**src/rtl/instruction_encoder.sv**
```systemverilog
// MIPS instruction encoder and program loader: packs decoded instruction fields
// into 32-bit words and writes them to consecutive instruction-memory addresses.
module instruction_encoder #(
   parameter int ADDR_WIDTH = 6
) (
   input  logic                  clk,
   input  logic                  reset,
   input  logic                  start,
   input  logic                  in_valid,
   output logic                  in_ready,
   input  logic [2:0]            in_kind,
   input  logic [4:0]            in_rs,
   input  logic [4:0]            in_rt,
   input  logic [4:0]            in_rd,
   input  logic [4:0]            in_shamt,
   input  logic [5:0]            in_funct,
   input  logic [15:0]           in_imm,
   output logic                  mem_we,
   output logic [ADDR_WIDTH-1:0] mem_addr,
   output logic [31:0]           mem_wdata,
   output logic [ADDR_WIDTH:0]   count,
   output logic                  full,
   output logic                  err
);

   typedef enum logic [1:0] {
      IDLE = 2'd0,
      LOAD = 2'd1,
      FULL = 2'd2
   } state_t;

   localparam logic [ADDR_WIDTH:0] CAPACITY = {1'b1, {ADDR_WIDTH{1'b0}}};

   state_t                state;
   state_t                state_next;
   logic                  accept;
   logic                  legal;
   logic [31:0]           encoded;
   logic [ADDR_WIDTH:0]   count_inc;

   assign in_ready  = (state == LOAD) && !start;
   assign accept    = in_valid && in_ready;
   assign legal     = (in_kind <= 3'd5);
   assign count_inc = count + {{ADDR_WIDTH{1'b0}}, 1'b1};
   assign full      = (state == FULL);

   // Kinds 6/7 encode to zero but are never written.
   always_comb begin
      encoded = 32'h0;
      case (in_kind)
         3'd0:    encoded = {6'h00, in_rs, in_rt, in_rd, in_shamt, in_funct};
         3'd1:    encoded = {6'h08, in_rs, in_rt, in_imm};
         3'd2:    encoded = {6'h0d, in_rs, in_rt, in_imm};
         3'd3:    encoded = {6'h0c, in_rs, in_rt, in_imm};
         3'd4:    encoded = {6'h0f, 5'd0, in_rt, in_imm};
         3'd5:    encoded = {6'h23, in_rs, in_rt, in_imm};
         default: encoded = 32'h0;
      endcase
   end

   always_comb begin
      state_next = state;
      if (start) begin
         state_next = LOAD;
      end else if (accept && legal && (count_inc == CAPACITY)) begin
         state_next = FULL;
      end
   end

   always_ff @(posedge clk or negedge reset) begin
      if (!reset) begin
         state <= IDLE;
      end else begin
         state <= state_next;
      end
   end

   // start never coincides with an acceptance, so the clear cannot race a write.
   always_ff @(posedge clk or negedge reset) begin
      if (!reset) begin
         mem_we    <= 1'b0;
         mem_addr  <= '0;
         mem_wdata <= 32'h0;
         count     <= '0;
         err       <= 1'b0;
      end else begin
         mem_we <= accept && legal;
         if (start) begin
            count <= '0;
            err   <= 1'b0;
         end else if (accept) begin
            if (legal) begin
               mem_addr  <= count[ADDR_WIDTH-1:0];
               mem_wdata <= encoded;
               count     <= count_inc;
            end else begin
               err <= 1'b1;
            end
         end
      end
   end

endmodule

```
**config.mk**
```make
export PLATFORM = sky130hd
export DESIGN_NAME = instruction_encoder
export DESIGN_NICKNAME = d
export VERILOG_FILES = /design/src/rtl/instruction_encoder.sv
export SDC_FILE = /design/constraint.sdc
export NUM_CORES = 1
export LEC_CHECK = 0
export ABC_AREA = 0
export BUFFER_PORTS_ARGS = -buffer_cell sky130_fd_sc_hd__buf_2
export CORE_MARGIN = 8
export CORE_UTILIZATION = 25
export CTS_CLUSTER_SIZE = 30
export DETAILED_ROUTE_END_ITERATION = 12
export GPL_TIMING_DRIVEN = 1
export PLACE_DENSITY = 0.61
export SYNTH_ARGS = -nofsm -noshare
export SYNTH_HDL_FRONTEND = slang
export SYNTH_SLANG_ARGS = --single-unit
```
**constraint.sdc**
```tcl
create_clock -name clk -period 1.51 [get_ports clk]
set_input_delay 0 -clock clk [delete_from_list [all_inputs] [get_ports clk]]
set_output_delay 0 -clock clk [all_outputs]
set_load 0.02 [all_outputs]
```
Yosys cells after proc, flatten, opt, wreduce, memory -nomap -nowiden
Cells that the tools add are included.
{"block": "classes", "mux": 9, "reduce_logical": 12, "n_addsub": 1, "eq_ne": 9, "order_cmp": 1, "n_bitwise": 1}
{"cell": "32-bit case mux with 6 select lines", "n": 1}
{"cell": "7-bit two-way mux", "n": 3}
{"cell": "7-bit by 1-bit adder with 7-bit output (second input constant)", "n": 1}
{"cell": "7-bit equality test (second input constant)", "n": 1}
{"cell": "3-bit by 2-bit equality test with 1-bit output (second input constant)", "n": 2}
{"cell": "3-bit equality test (second input constant)", "n": 2}
{"cell": "2-bit nonzero test", "n": 3}
{"cell": "1-bit logical AND", "n": 4}
{"cell": "2-bit two-way mux", "n": 2}
{"cell": "2-bit AND reduction", "n": 2}
{"cell": "3-bit by 1-bit equality test with 1-bit output (second input constant)", "n": 1}
{"cell": "3-bit less-or-equal comparator (second input constant)", "n": 1}
{"cell": "3-bit logical NOT", "n": 1}
{"cell": "1-bit two-way mux", "n": 3}
{"cell": "3-bit AND reduction", "n": 1}
{"cell": "2-bit by 1-bit equality test with 1-bit output (second input constant)", "n": 1}
{"cell": "2-bit equality test (second input constant)", "n": 1}
{"cell": "2-bit inequality test (second input constant)", "n": 1}
{"cell": "1-bit logical NOT", "n": 1}
{"cell": "1-bit inverter", "n": 1}
{"block": "totals", "inputBits": 49, "wordCells": 39, "out_inout_bits": 49, "register_bits": 49}

Longest topological paths before layout
{"block": "depth", "depth_word": 7, "depth_mapped": 7, "depth_no_buf": 5}

Worst setup path before layout
OpenSTA, ideal clock, no wires.
{"block": "synth_path", "path_kind": "flip-flop to flip-flop", "start": "reg count[0]", "end": "reg state[1]", "period_less_slack_ns": 1.760, "arrival_time_ns": 1.692, "path_slack_ns": -0.250, "path_stages_with_launch": 6, "required_time_ns": 1.443, "setup_ns": 0.067, "path_buffers": 0, "path_cell_list": "dfrtp_1 -> ha_1 -> nand4_2 -> or3_1 -> a211oi_2 -> a32o_1"}
{"block": "synth_via", "elab_chain_len": 4}
{"item": "from (decl)", "line_no": "21", "text": "output logic [ADDR_WIDTH:0] count,"}
{"item": "from (signal assigned)", "line_no": "95", "text": "count <= count_inc;"}
{"item": "7-bit by 1-bit adder with 7-bit output", "line_no": "44", "text": "assign count_inc = count + {{ADDR_WIDTH{1'b0}}, 1'b1};"}
{"item": "7-bit equality test", "line_no": "65", "text": "end else if (accept && legal && (count_inc == CAPACITY)) begin"}
{"item": "1-bit logical AND", "line_no": "65"}
{"item": "2-bit nonzero test (no line)"}
{"item": "to (signal assigned)", "line_no": "74", "text": "state <= state_next;"}
{"item": "to (decl)", "line_no": "34", "text": "state_t state;"}
No other way between the ends.
A chain may end at the register's enable or synchronous reset.

Final worst setup path
{"block": "layout_path", "start": "reg count[1]", "end": "reg state[1]"}
The elaborated chain is that of the path after synthesis.

==> metrics.yaml <==
ys_seq_elements: 48
cts_buffers: 5
p_leak_uw: 0.00171
num_rows: 34
p_sw_uw: 1040
clock-skew-final_ps: 10.2
p_total_uw: 3200
critPathKind: "register to register"
tns_ps: -9.75
final_common_cell: "buf_2"
status: "complete, but fails checks"
fin_crit_sh_pct: 101
avgSynthCellArea_um2: 9.85
start_kind: "register"
grt_pass1_wl_um: 11500
critPathCapture: "state[1]$_DFFE_PN0P_"
holdCritPathClass: "input pin to register"
drt_iter0_markers: 121
root_buffer: "clkbuf_8"
first_pass_iters: 4
cts_setup_buffers: 0
num_antenna_cells: 0
start_util_pct: 25.3
num_vias: 2141
drv_cap: 0
reg2reg_depth: 5
synthCells: 220
die_y_um: 109
rsz0062_at_grt: "yes"
grt_max_degree: 49
layout_min_cycle_time_ps: 1520
drcViolationCount: 0
arrival_ps: 1750
place_congestion: 0.734
die_w_um: 109
ir_drop_mv: 0.378
crit_path_end_kind: "register"
max_freq_mhz: 658
yosys.area.top_type: "dfrtp_1"
insertion_delay_ps: 300
core_area_um2: 8550
worstHoldStart: "start"
ys_types: 39
worst-path-max-fanout: 6
ant_nets: 0
wl_um: 7230
reg2reg_from: "count[1]$_DFFE_PN0P_"
yosysWarningCount: 0
fin_ws_ps: -9.75
cp.required_ps: 1740
area_delta_synth_final_pct: 58.6
seqPwrFrac_pct: 47.8
grt_pass1_vias: 2325
max_slew_margin_pct: 44.3
pwr-share-clk_pct: 24.9
io_buffers: 96
regToRegSetupSlack_ps: -10
nNetsFinal: 420
syn_nets: 271
pwr-share-comb_pct: 27.3
netlist_area_um2: 2170
htree_levels: 2
violations: "setup timing"
worst_pin_slew_ps: 836
regToRegEndpoint: "state[1]$_DFFE_PN0P_"
vias_per_cell: 4.49
grt.overflow.total: 0
cts_tree: "done"
drive_above_1_share_pct: 36.6
dp_hpwl_um: 4850
swShare_pct: 32.4
routedWlPerCell_um: 15.2
synth_top_area_share_pct: 55.4
synthTopCellsByArea: "dfrtp_1 (55%), nand2_1 (8.0%), nor2_1 (7.4%), a221oi_1 (6.5%), nand3_1 (1.8%)"
final_util_pct: 40.2
pin_count: 98
worstSetupStartpoint: "count[1]$_DFFE_PN0P_"
grtUsageTotal_pct: 12.1
p_per_area_nw_per_um2: 932
timing.hold.ws_ps: 20.7
slew_violations: 0
final_cell_mix: "buf_2 (96), nand2_1 (46), dfrtp_1 (45)"
intPower_uw: 2170
clkSlewWorstSetupHoldPaths_ps: 90
die_area_um2: 11900
setup_viol: 1
clock_sinks: 48
clk_path_buf_depth: 2
antenna_found_initial: 0
yosysSeqAreaShare_pct: 55.4
finalHoldViolations: 0
## logic make-up (layout without fill, tap and decap cells)
group / after synthesis / in the layout / synth area share [%]
buffers and inverters: 14 / 163 / 3.46
AOI/OAI and AO/OA: 36 / 36 / 13.2
and+or+nand+nor: 115 / 115 / 24.8
DFF: 48 / 48 / 55.4
adders and majority gates: 2 / 2 / 1.15
xor gates and xnor gates: 2 / 2 / 0.808
muxes: 2 / 2 / 0.924
other: 1 / 1 / 0.173
## metrics by stage
| step | cells | area [µm²] | setup slack, ps |
|---|---|---|---|
| final | 477 | 3440 | -9.75 |
| after global routing | 477 | 3440 | -97.4 |
| after CTS | 477 | 3420 | -10.2 |
| after detailed placement | 426 | 2880 | -59.1 |
| after global placement | 426 | 2880 | -12.5 |
| after floorplan | 220 | 2190 | -38.8 |
## final cells by class
class | instances | area [µm²]
Fill cell | 860 | 5110
Sequential cell | 48 | 1200
Timing Repair Buffer | 153 | 1060
Multi-Input combinational cell | 158 | 936
Tap cell | 108 | 135
Clock buffer | 6 | 82.6
Inverter | 3 | 13.8
Clock inverter | 1 | 8.76
## power by group through the flow
stage          clock network [µW]  logic, µW  registers [µW]
3_3_place_gp                    0        781            1550
4_1_cts                       859        879            1530
6_report                      799        873            1530
2_1_floorplan                   0        227            1760
3_5_place_dp                    0        792            1560
5_1_grt                       886        950            1550
## timing repair
item                                    in CTS  in global routing
endpoints found under the setup margin       1                  6
hold endpoints to repair                    75                  0
resized for setup                            1                  5
hold buffers                                44                  0
## state kept, by name, indices dropped and copies added, names as in the netlist
| register | cells |
|---|---|
| mem_addr | 6 |
| mem_wdata | 31 |
| mem_we | 1 |
| err | 1 |
| state | 2 |
| count | 7 |
## synthesized netlist by cell type (all sizes together)
library cell / number
o21a: 1
a21oi: 4
nand3: 9
a22o: 4
o2bb2ai: 1
nand4bb: 1
a32o: 1
nand2: 46
a221oi: 16
nor2b: 2
inv: 3
nor3: 2
nand2b: 3
nand4: 1
nor3b: 2
o21ai: 4
or3: 1
o31ai: 1
dfrtp: 48
and2b: 1
mux2i: 2
conb: 1
and2: 2
a211oi: 1
o32ai: 1
xnor2: 2
and3: 2
ha: 2
nor2: 43
a31oi: 2
clkbuf: 3
buf: 8
## how the worst min path moves through the flow
stage | depth (start not counted) | to
CTS | 2 | count[0]$_DFFE_PN0P_
floorplan | 0 | count[0]$_DFFE_PN0P_
detailed placement | 2 | mem_addr[5]$_DFFE_PN0P_
global route | 2 | count[0]$_DFFE_PN0P_
finish | 2 | count[0]$_DFFE_PN0P_
global placement | 2 | mem_addr[5]$_DFFE_PN0P_
## metal layers
metal / GRT usage, % / wire length (µm)
met5: 0 / 0
met4: 4.11 / 144
met3: 2.54 / 346
met2: 20.8 / 3690
met1: 14.6 / 3050
## critical path, cell delays in order, from the launching register on
cell,delay (ps)
dfrtp_2,390
ha_4,180
nand4_4,110
or3_4,350
a211oi_2,220
a32o_1,200
(Power assumes the default switching activity.)
